===== src/rtl/ptmch_spi_frm_if.sv =====
// SPI snoop pins and the published frame record of ptmch_spi_frm.
// The sequencer is the slave: it watches the SPI lines and drives the record.
interface ptmch_spi_frm_if #(
  parameter int P_ABORT_W = 8
);
  logic                 SPI_CS;
  logic                 SPI_MOSI;
  logic                 SPI_MISO;
  logic [2:0]           FRM_CMD;
  logic [7:0]           FRM_OPC;
  logic [15:0]          FRM_ADDR;
  logic [7:0]           FRM_SR_ADDR;
  logic [7:0]           FRM_SR_DATA;
  logic                 FRM_TGL;
  logic [P_ABORT_W-1:0] ABORT_CNT;
  logic                 BUSY;

  modport slave (
    input  SPI_CS, SPI_MOSI, SPI_MISO,
    output FRM_CMD, FRM_OPC, FRM_ADDR, FRM_SR_ADDR, FRM_SR_DATA,
    output FRM_TGL, ABORT_CNT, BUSY
  );

  modport master (
    output SPI_CS, SPI_MOSI, SPI_MISO,
    input  FRM_CMD, FRM_OPC, FRM_ADDR, FRM_SR_ADDR, FRM_SR_DATA,
    input  FRM_TGL, ABORT_CNT, BUSY
  );
endinterface


===== src/rtl/ptmch_spi_frm.sv =====
// SPI_CLK-domain frame sequencer for the SPI-NAND snoop path. Tracks each
// chip-select frame bit by bit, recognises the monitored opcodes, walks their
// argument fields and publishes a frame record with a toggle handshake.
module ptmch_spi_frm #(
  parameter logic [6:0] P_OPC_EN  = 7'h7F,
  parameter int         P_ABORT_W = 8
) (
  input  logic           RESET_N,
  input  logic           SPI_CLK,
  ptmch_spi_frm_if.slave bus
);

  typedef enum logic [2:0] {
    S_OPC, S_ARG1, S_ADDR, S_RDAT, S_WDAT, S_DONE, S_IGN
  } state_t;

  localparam logic [2:0] C_NONE = 3'd0;  // unknown or disabled opcode
  localparam logic [2:0] C_PEXE = 3'd1;  // program execute
  localparam logic [2:0] C_RDSR = 3'd2;  // read status
  localparam logic [2:0] C_BERS = 3'd3;  // 128KB block erase
  localparam logic [2:0] C_PRD  = 3'd4;  // page data read
  localparam logic [2:0] C_WRSR = 3'd5;  // write status

  // Opcode to command, honouring the per-opcode enable mask.
  function automatic logic [2:0] decode(input logic [7:0] op);
    logic [2:0] c;
    c = C_NONE;
    case (op)
      8'h10:   if (P_OPC_EN[0]) c = C_PEXE;
      8'h0F:   if (P_OPC_EN[1]) c = C_RDSR;
      8'h05:   if (P_OPC_EN[2]) c = C_RDSR;
      8'hD8:   if (P_OPC_EN[3]) c = C_BERS;
      8'h13:   if (P_OPC_EN[4]) c = C_PRD;
      8'h1F:   if (P_OPC_EN[5]) c = C_WRSR;
      8'h01:   if (P_OPC_EN[6]) c = C_WRSR;
      default: c = C_NONE;
    endcase
    return c;
  endfunction

  // Frame-local state is cleared while chip select is high.
  logic frm_rst_n;
  assign frm_rst_n = RESET_N & ~bus.SPI_CS;

  state_t         state, state_nxt;
  logic [4:0]     bit_cnt;
  // Seven history bits; together with the bit being sampled they form the
  // 8-bit shift window, so the completed byte is available on its last edge.
  logic [6:0]     shift;
  logic           busy;

  logic           din;
  logic [7:0]     shift_in;
  logic [2:0]     opc_cmd;
  logic           opc_hit, sr_addr_ld, addr_hi_ld, sr_data_ld, publish, abort;

  logic [2:0]     cmd_lat;
  logic [7:0]     opc_lat, sr_addr_lat, sr_data_lat, addr_hi;
  logic           pending;

  logic [2:0]     frm_cmd;
  logic [7:0]     frm_opc, frm_sr_addr, frm_sr_data;
  logic [15:0]    frm_addr;
  logic           frm_tgl;
  logic [P_ABORT_W-1:0] abort_cnt;

  assign din      = (state == S_RDAT) ? bus.SPI_MISO : bus.SPI_MOSI;
  assign shift_in = {shift, din};
  assign opc_cmd  = decode(shift_in);
  assign abort    = (state == S_OPC) && (bit_cnt == 5'd0) && pending && !bus.SPI_CS;

  // FSM state register, cleared by reset or chip select high.
  // NOTE: sequential blocks use non-blocking assignments only, so every flop
  // samples pre-edge values regardless of block ordering.
  always_ff @(posedge SPI_CLK or negedge frm_rst_n) begin
    if (!frm_rst_n) state <= S_OPC;
    else            state <= state_nxt;
  end

  // Next-state and per-edge field strobes.
  // NOTE: every output of this block gets a default first; a missed branch
  // would otherwise infer a latch.
  always_comb begin
    state_nxt  = state;
    opc_hit    = 1'b0;
    sr_addr_ld = 1'b0;
    addr_hi_ld = 1'b0;
    sr_data_ld = 1'b0;
    publish    = 1'b0;
    case (state)
      S_OPC: begin
        if (bit_cnt == 5'd7) begin
          if (opc_cmd != C_NONE) begin
            state_nxt = S_ARG1;
            opc_hit   = 1'b1;
          end else begin
            state_nxt = S_IGN;
          end
        end
      end
      S_ARG1: begin
        if (bit_cnt == 5'd15) begin
          case (cmd_lat)
            C_RDSR: begin
              state_nxt  = S_RDAT;
              sr_addr_ld = 1'b1;
            end
            C_WRSR: begin
              state_nxt  = S_WDAT;
              sr_addr_ld = 1'b1;
            end
            C_PEXE, C_BERS, C_PRD: state_nxt = S_ADDR;
            default:               state_nxt = S_IGN;
          endcase
        end
      end
      S_ADDR: begin
        if (bit_cnt == 5'd23) begin
          addr_hi_ld = 1'b1;
        end else if (bit_cnt == 5'd31) begin
          publish   = 1'b1;
          state_nxt = S_DONE;
        end
      end
      S_RDAT, S_WDAT: begin
        if (bit_cnt == 5'd23) begin
          sr_data_ld = 1'b1;
        end else if (bit_cnt == 5'd31) begin
          publish   = 1'b1;
          state_nxt = S_DONE;
        end
      end
      default: state_nxt = state;  // DONE and IGN wait for chip select high
    endcase
  end

  // Bit counter, shift window and BUSY, all frame-local.
  always_ff @(posedge SPI_CLK or negedge frm_rst_n) begin
    if (!frm_rst_n) begin
      bit_cnt <= 5'd0;
      shift   <= 7'd0;
      busy    <= 1'b0;
    end else begin
      if (bit_cnt != 5'd31) bit_cnt <= bit_cnt + 5'd1;
      shift <= shift_in[6:0];
      if (opc_hit)      busy <= 1'b1;
      else if (publish) busy <= 1'b0;
    end
  end

  // Working copies of the fields, assembled while the frame runs.
  always_ff @(posedge SPI_CLK or negedge RESET_N) begin
    if (!RESET_N) begin
      cmd_lat     <= C_NONE;
      opc_lat     <= 8'd0;
      sr_addr_lat <= 8'd0;
      sr_data_lat <= 8'd0;
      addr_hi     <= 8'd0;
    end else begin
      if (opc_hit) begin
        cmd_lat <= opc_cmd;
        opc_lat <= shift_in;
      end
      if (sr_addr_ld) sr_addr_lat <= shift_in;
      if (addr_hi_ld) addr_hi     <= shift_in;
      if (sr_data_ld) sr_data_lat <= shift_in;
    end
  end

  // Published record, handshake toggle and abort bookkeeping.
  // NOTE: these flops sit on RESET_N only; a chip-select rise must not wipe
  // the record the CLK160M side may still be reading.
  always_ff @(posedge SPI_CLK or negedge RESET_N) begin
    if (!RESET_N) begin
      frm_cmd     <= C_NONE;
      frm_opc     <= 8'd0;
      frm_addr    <= 16'd0;
      frm_sr_addr <= 8'd0;
      frm_sr_data <= 8'd0;
      frm_tgl     <= 1'b0;
      pending     <= 1'b0;
      abort_cnt   <= '0;
    end else begin
      if (publish) begin
        frm_cmd <= cmd_lat;
        frm_opc <= opc_lat;
        if (cmd_lat == C_RDSR || cmd_lat == C_WRSR) begin
          frm_sr_addr <= sr_addr_lat;
          frm_sr_data <= sr_data_lat;
        end else begin
          frm_addr <= {addr_hi, shift_in};
        end
        frm_tgl <= ~frm_tgl;
        pending <= 1'b0;
      end else if (opc_hit) begin
        pending <= 1'b1;
      end
      if (abort) begin
        pending <= 1'b0;
        if (abort_cnt != '1) abort_cnt <= abort_cnt + 1'b1;
      end
    end
  end

  assign bus.FRM_CMD     = frm_cmd;
  assign bus.FRM_OPC     = frm_opc;
  assign bus.FRM_ADDR    = frm_addr;
  assign bus.FRM_SR_ADDR = frm_sr_addr;
  assign bus.FRM_SR_DATA = frm_sr_data;
  assign bus.FRM_TGL     = frm_tgl;
  assign bus.ABORT_CNT   = abort_cnt;
  assign bus.BUSY        = busy;

endmodule


===== src/flat_wrapper.sv =====
// flat-port wrapper written by rule: the top's interface ports become plain ports
module ptmch_spi_frm_flat 
#(
  parameter logic [6:0] P_OPC_EN  = 7'h7F,
  parameter int         P_ABORT_W = 8
)
  (RESET_N, SPI_CLK, bus_SPI_CS, bus_SPI_MOSI, bus_SPI_MISO, bus_FRM_CMD, bus_FRM_OPC, bus_FRM_ADDR, bus_FRM_SR_ADDR, bus_FRM_SR_DATA, bus_FRM_TGL, bus_ABORT_CNT, bus_BUSY);
  ptmch_spi_frm_if #(.P_ABORT_W(P_ABORT_W)) bus_i ();
  input  logic RESET_N;
  input  logic SPI_CLK;
  input wire logic [$bits(bus_i.SPI_CS)-1:0] bus_SPI_CS;
  input wire logic [$bits(bus_i.SPI_MOSI)-1:0] bus_SPI_MOSI;
  input wire logic [$bits(bus_i.SPI_MISO)-1:0] bus_SPI_MISO;
  output wire logic [$bits(bus_i.FRM_CMD)-1:0] bus_FRM_CMD;
  output wire logic [$bits(bus_i.FRM_OPC)-1:0] bus_FRM_OPC;
  output wire logic [$bits(bus_i.FRM_ADDR)-1:0] bus_FRM_ADDR;
  output wire logic [$bits(bus_i.FRM_SR_ADDR)-1:0] bus_FRM_SR_ADDR;
  output wire logic [$bits(bus_i.FRM_SR_DATA)-1:0] bus_FRM_SR_DATA;
  output wire logic [$bits(bus_i.FRM_TGL)-1:0] bus_FRM_TGL;
  output wire logic [$bits(bus_i.ABORT_CNT)-1:0] bus_ABORT_CNT;
  output wire logic [$bits(bus_i.BUSY)-1:0] bus_BUSY;
  assign bus_i.SPI_CS = bus_SPI_CS;
  assign bus_i.SPI_MOSI = bus_SPI_MOSI;
  assign bus_i.SPI_MISO = bus_SPI_MISO;
  assign bus_FRM_CMD = bus_i.FRM_CMD;
  assign bus_FRM_OPC = bus_i.FRM_OPC;
  assign bus_FRM_ADDR = bus_i.FRM_ADDR;
  assign bus_FRM_SR_ADDR = bus_i.FRM_SR_ADDR;
  assign bus_FRM_SR_DATA = bus_i.FRM_SR_DATA;
  assign bus_FRM_TGL = bus_i.FRM_TGL;
  assign bus_ABORT_CNT = bus_i.ABORT_CNT;
  assign bus_BUSY = bus_i.BUSY;
  ptmch_spi_frm #(.P_OPC_EN(P_OPC_EN), .P_ABORT_W(P_ABORT_W)) u_core (.RESET_N(RESET_N), .SPI_CLK(SPI_CLK), .bus(bus_i));
endmodule

===== config.mk =====
export PLATFORM = sky130hd
export DESIGN_NAME = ptmch_spi_frm_flat
export DESIGN_NICKNAME = d
export VERILOG_FILES = /design/src/rtl/ptmch_spi_frm_if.sv /design/src/rtl/ptmch_spi_frm.sv /design/src/flat_wrapper.sv
export SDC_FILE = /design/constraint.sdc
export NUM_CORES = 1
export LEC_CHECK = 0
export ABC_AREA = 1
export BUFFER_PORTS_ARGS = -buffer_cell sky130_fd_sc_hd__buf_2
export CORE_MARGIN = 2
export CORE_UTILIZATION = 55
export DETAILED_ROUTE_END_ITERATION = 12
export GPL_ROUTABILITY_DRIVEN = 0
export PLACE_DENSITY = 0.76
export SETUP_SLACK_MARGIN = 0.1
export SYNTH_ARGS = -nofsm -noshare
export SYNTH_HDL_FRONTEND = slang
export SYNTH_SLANG_ARGS = --single-unit

===== constraint.sdc =====
create_clock -name SPI_CLK -period 3 [get_ports SPI_CLK]
set_input_delay 0.45 -clock SPI_CLK [delete_from_list [all_inputs] [get_ports SPI_CLK]]
set_output_delay 0.45 -clock SPI_CLK [all_outputs]
set_load 0.01 [all_outputs]

==> results of run 1 <==
final timing paths:
kind / from / to / slack [ns] / cells after the start
min: RESET_N / u_core.bus.FRM_OPC[4] / 0.11 / 1
max: u_core.bit_cnt[0] / u_core.bus.FRM_SR_ADDR[7] / 0.47 / 8
max reg2reg: u_core.bit_cnt[0] / u_core.bus.FRM_SR_ADDR[7] / 0.47 / 8
max in group asynchronous: RESET_N / u_core.state[0] / 2.10 / 4
min reg2reg: u_core.shift[3] / u_core.shift[4] / 0.43 / 0
min in group SPI_CLK: bus_SPI_MOSI / u_core.shift[0] / 0.40 / 3
flip-flops by register name (all words and copies together) (netlist names):
| signal | count |
|---|---|
| u_core.bus.FRM_OPC | 8 |
| u_core.bus.FRM_SR_DATA | 8 |
| u_core.bit_cnt | 5 |
| u_core.cmd_lat | 3 |
| u_core.opc_lat | 8 |
| u_core.pending | 1 |
| u_core.shift | 7 |
| u_core.bus.ABORT_CNT | 8 |
| u_core.addr_hi | 8 |
| u_core.bus.FRM_TGL | 1 |
| u_core.bus.FRM_SR_ADDR | 8 |
| u_core.state | 3 |
| u_core.sr_addr_lat | 8 |
| u_core.sr_data_lat | 8 |
| u_core.bus.BUSY | 1 |
| u_core.bus.FRM_ADDR | 16 |
| u_core.bus.FRM_CMD | 3 |
metrics by stage:
stage | utilization, % | total power, W | hold WS [ns]
global placement | 61.8 | 0.00150 | 0.394
global route | 64.5 | 0.00243 | 0.153
detailed placement | 61.8 | 0.00150 | 0.415
floorplan | - | 0.00146 | 0.154
CTS | 64.5 | 0.00236 | 0.131
finish | 64.5 | 0.00233 | 0.114
cells in the final DEF, fill, tap and decap left out, types with 2 or more instances in the layout:
cell / n
nor3_1: 3
nor3_2: 3
nand4_1: 9
o21ai_0: 26
mux2_4: 10
ha_1: 5
o21ai_2: 10
clkinv_4: 2
xnor2_1: 6
clkinv_8: 2
buf_4: 5
nand2_1: 122
dfrtp_1: 104
nor2_4: 2
nor2_2: 2
xor2_1: 3
nand2_2: 4
mux2_2: 6
a21oi_1: 6
inv_2: 8
nor2_1: 21
nand3_1: 13
clkbuf_8: 9
o21ai_1: 23
inv_1: 41
buf_2: 56
nand2_4: 3
inv_8: 2
layer usage:
metal	track usage, %	wire, um	vias to the layer above
met5	0	0	-
met4	6.28	101	0
met3	3.61	301	10
met2	33.8	4160	66
met1	30.3	3940	1550
li1	-	-	1561
report_power, final:
part / total [W] / leakage (nW) / switching (W) / internal, W
Combinational: 0.0000592 / 1.28 / 0.0000491 / 0.0000101
Clock: 0.000856 / 0.103 / 0.000523 / 0.000333
Sequential: 0.00141 / 1.37 / 0.00000655 / 0.00141
repair_timing:
action / CTS / global route
endpoints found under the hold margin: 0 / 0
gates resized for setup: 0 / 1
setup endpoints to repair: 0 / 9
setup buffers: 0 / 0
critical path, stage by stage (launching register included):
cell and delay, ns:
dfrtp_1 0.42, ha_1 0.21, nand2_1 0.17, nor2_1 0.20
ha_1 0.28, inv_1 0.15, nor3_2 0.25, nand2_2 0.33
mux2_4 0.40
area by class of cell:
| cell class | instances | area, um^2 | share of cell area (%) |
|---|---|---|---|
| sequential | 104 | 2600 | 51.7 |
| multi-input combinational | 283 | 1600 | 31.8 |
| timing repair buffer | 61 | 318 | 6.31 |
| inverter | 49 | 184 | 3.65 |
| tap | 102 | 128 | 2.53 |
| clock buffer | 9 | 124 | 2.46 |
| clock inverter | 7 | 81.3 | 1.61 |
cells by family (layout without fill, tap and decap cells):
logic type	Yosys count	after routing	share of synthesized area (%)
and+or+nand+nor	185	185	18.7
buffers and inverters	62	126	6.05
DFF	104	104	58.2
AOI/OAI and AO/OA	68	68	8.96
adders and majority gates	5	5	1.40
muxes	16	16	4.87
xor gates and xnor gates	9	9	1.76
==> impl_results.md, run 1 <==
* Status: finished, final reports clean
* Worst ir drop on vdd at 0.238 mV
* Core ar. at 7810 um^2
* DR pass1 iterations at 4
* Post-route cell area at ~5000 um^2
* CP Data Required Time at 3.26 ns
* Finished Layout Cells at 615
* Largest net degree at the start of global routing at 58
* DRC at 0
* Setup Viol. Count Final at 0
* Final WL at approximately 8500 um
* GRT Util Overall at 21.3%
* Number of CTS-inserted buffers at 9
* Cts hold-fix bufs at 0
* Relative slew slack at 54.0%
* Least-Margin Pin Slew at 0.689 ns
* Synthesized net count at 459
* Area of the die at 8860 um^2
* Vias at 3187
* Leading area contributor after synthesis: dfrtp_1
* Mean cell area of the mapped netlist at between 9 and 10 um^2
* DR vias/cell at 5.18
* FP Rows at 32
* Port Buf Inserts at 57
* Period utilization at 84.3%
* Hold/Removal Path Class: input port to asynchronous set/reset pin
* Ant. Diodes at 0
* Final slew viol count at 0
* Layout Nets at 518
* Final setup margin at 0.472 ns
* Drt wl/cell at 13.8 um
* Max cap viols at 0
* Min Clock Period, post-route at ~2.5 ns
* Pre-CTS setup slack at 0.414 ns
* Clock sink count at around 100
* Synth unique cells at 32
* Synth Cell Area at ~4500 um^2
* Root buffer cell: clkbuf_8
* Die Y at 94.1 um
* Clk_skew at approximately 0.022 ns
* Dpl cells at 599
* Flops & latches, synth at 104
* Post-synth top area share at 58.2%
* Die width at about 94 um
* Syn Inst Count at roughly 450
* Peak Freq at between 300 and 400 MHz
* Top-count cell post-synth: nand2_1
* Area Growth Syn to Fin at 12.7%
* Ports at 58
* Global-route wire length before repair at 14700 um
* EDFF count, synth at 0
* GR Overflow Total at 0
* Area after DPL at 4830 um^2
* CP Launch Type: flop
* CP endpoint kind: flop
* Synth Flop Type: dfrtp_1
* Vias in the first global route at 3073
* Crit-path max FO at 16
* Register area share after synthesis at approximately 58%
* Power Dens Cells at 462 nW/um^2
* Longest Clk Path Bufs at 2
* Synth area leaders: dfrtp_1 58%, nand2_1 10%, inv_1 3.4%
* H-tree levels at 3
* Post-synth top cells: 122 x nand2_1, 104 x dfrtp_1, 41 x inv_1
* Insertion delay to the later sink of the worst-skew pair at between 0.3 and 0.4 ns
* Synth Warn # at 0
* ANT nets after route at 0
* CTS tree: built
* Final Hold Fails at 0
* Starting Density at between 50% and 60%
* Initial antenna violation count at 0
* DRT iter0 DRCs at 163
* Dpl hpwl at 6150 um
* Worst EP arrival at 2.78 ns
* RSZ-0062 raised after global routing: no
* Async SR Flop Fraction at 100%
* Crit Path Class: flop to flop
* Lkg Pwr at 2.75 nW
* Fill cell count at 650
* Worst-path clk slew at 0.11 ns
* TNS Setup at 0 ns
* Layout cells sized above 1 at 25.3%
No activity file was read; power rests on OpenSTA's default activity.
==> run 2, diff against run 1 <==
==> constraint.sdc (replaced) <==
create_clock -name SPI_CLK -period 2.4 [get_ports SPI_CLK]
set_input_delay 0.36 -clock SPI_CLK [delete_from_list [all_inputs] [get_ports SPI_CLK]]
set_output_delay 0.36 -clock SPI_CLK [all_outputs]
set_load 0.01 [all_outputs]
==> run 2 against run 1 <==
Compared with the run above: non-clock buffer count increased by 3; hold slack improved by 0.18 ns; sequential share of layout area decreased by 0.78 points; combinational power increased by 32%; clock skew decreased by 0.0038 ns; critical endpoint unchanged; power increased by 26%; first-iteration DRC count is 0.61% lower.
==> impl_results.md, run 2 (synthesis gave the netlist of run 1 again) <==
* Crit-path max FO at 16
* H-tree levels at 3
* Max cap viols at 0
* Cell mode on critical path: ha_1
* Initial antenna violation count at 0
* Worst-path clk slew at 0.10 ns
* NetSw at 0.000743 W
* Lkg Pwr at 2.77 nW
* Port Buf Inserts at 57
* Max reg flops at 16
* Crit Path Class: flop to flop
* FP Rows at 32
* Dpl hpwl at 5980 um
* Layout cells sized above 1 at roughly 25%
* DR vias/cell at between 5 and 6
* Crit-path leading delay family: simple AND/OR/NAND/NOR gates
* Root buffer cell: clkbuf_8
* ANT nets after route at 0
* Fill cell count at 646
* Area of the die at between 8000 and 9000 um^2
* Area Growth Syn to Fin at 14.5%
* Relative slew slack at approximately 61%
* Final Hold Fails at 0
* Hold/Removal Path Class: input port to flop
* Vias at 3160
* Comb pwr share at 2.7%
* Drt wl/cell at 13.7 um
* Min Clock Period, post-route at about 2.2 ns
* Layout Nets at 521
* Multi-input gate area at 1630 um^2
* Global-route wire length before repair at 14000 um
* Worst path max stage delay at 0.42 ns
* Final Total Pwr at 0.00293 W
* CP endpoint kind: flop
* DR pass1 iterations at 4
* Register area at approximately 2600 um^2
* Vias in the first global route at 2895
* Power Dens Cells at between 500 and 600 nW/um^2
* CP Data Required Time at 2.68 ns
* Longest Clk Path Bufs at 2
* Register share of total power at 60.2%
* Die Y at about 94 um
* Insertion delay to the later sink of the worst-skew pair at 0.39 ns
* DRT iter0 DRCs at 162
* Peak Freq at 463 MHz
* RSZ-0062 raised after global routing: no
* Cell Int Power at 0.00219 W
* Setup Viol. Count Final at 0
* Least-Margin Pin Slew at 0.583 ns
* Clk_skew at 0.0185 ns
* CP Buf/Inv Count at 2
* Core ar. at 7810 um^2
* Sw Share at between 20% and 30%
* Most common cell after layout, fill and taps aside: nand2_1
* CP Launch Type: flop
* Largest net degree at the start of global routing at 68
* Most frequent cells in the layout: 122 x nand2_1, 104 x dfrtp_1, 56 x buf_2
* CTS tree: built
* Ant. Diodes at 0
* Clock share of power at ~37%
* Status: finished, final reports clean
* Worst EP arrival at 2.44 ns
* Final WL at 8450 um
* Worst ir drop on vdd at 0.306 mV
* GRT Util Overall at around 20%
* Ports at 58
* Die width at 94.1 um
* Core Util, Final at 65.5%
* Crit-path cells: ha_1 -> nand2_1 -> nor2_1 -> ha_1 -> inv_1 -> nor3_4 -> buf_4 -> nand2_8 -> mux2_4
* Starting Density at between 50 and 60%
* Number of CTS-inserted buffers at 9
* GR Overflow Total at 0
* Final slew viol count at 0
* TNS Setup at 0 ns
* Clock sink count at between 100 and 150
* Period utilization at 90.1%
* DRC at 0
* Critical-path top delay cell: dfrtp_1
-- run 2: power groups by stage --
stage,Clock [W],Sequential (W),Combinational (W)
after floorplan,0,0.00180,0.0000268
after global placement,0,0.00180,0.0000760
after detailed placement,0,0.00180,0.0000777
after CTS,0.00112,0.00177,0.0000802
after global routing,0.00119,0.00177,0.0000904
final,0.00109,0.00177,0.0000780
-- run 2: layout make-up --
type,count,area share (%)
clock buffer,9,2.42
clock inverter,7,1.69
inverter,49,3.60
multi-input combinational,283,31.8
sequential,104,50.9
tap,102,2.50
timing repair buffer,64,7.07
-- run 2: path summary, 6_finish.rpt --
kind	depth (start not counted)	end	start	slack (ns)
worst max-delay path	9	u_core.bus.FRM_SR_ADDR[7]	u_core.bit_cnt[0]	0.24
worst min-delay path	3	u_core.shift[0]	bus_SPI_MOSI	0.30
worst max register to register	9	u_core.bus.FRM_SR_ADDR[7]	u_core.bit_cnt[0]	0.24
worst min register to register	0	u_core.shift[4]	u_core.shift[3]	0.42
max in group asynchronous	5	u_core.shift[4]	RESET_N	1.27
min in group asynchronous	2	u_core.bus.FRM_CMD[1]	RESET_N	0.41
-- run 2: worst min-delay path, stage by stage --
cell and delay, ns:
buf_2 0.10, nand2_2 0.07, nand2_4 0.10
-- run 2: per-stage QoR --
step / std cells / area [um^2] / setup WS, ns / hold slack (ns)
2_1_floorplan: 449 / 4470 / 0.289 / 0.0644
3_3_place_gp: 599 / 4840 / 0.174 / 0.281
3_5_place_dp: 599 / 4840 / 0.00717 / 0.283
4_1_cts: 617 / 5080 / 0.0877 / 0.281
5_1_grt: 618 / 5110 / 0.0936 / 0.300
6_report: 618 / 5110 / 0.239 / 0.297
-- run 2: layer usage --
metal,GRT usage [%],wire length [um],vias to the layer above
met5,0,0,-
met4,9.30,146,0
met3,3.69,311,16
met2,31.3,3910,70
met1,29.1,4080,1510
li1,-,-,1564
-- run 2: repair_timing --
| item | 4_1_cts | 5_1_grt |
|---|---|---|
| buffers inserted | 0 | 1 |
| resized for setup | 2 | 4 |
| hold buffers | 2 | 0 |
| endpoints found under the hold margin | 22 | 0 |
| cloned | 0 | 0 |
| setup endpoints to repair | 32 | 45 |
| pin swaps | 0 | 2 |
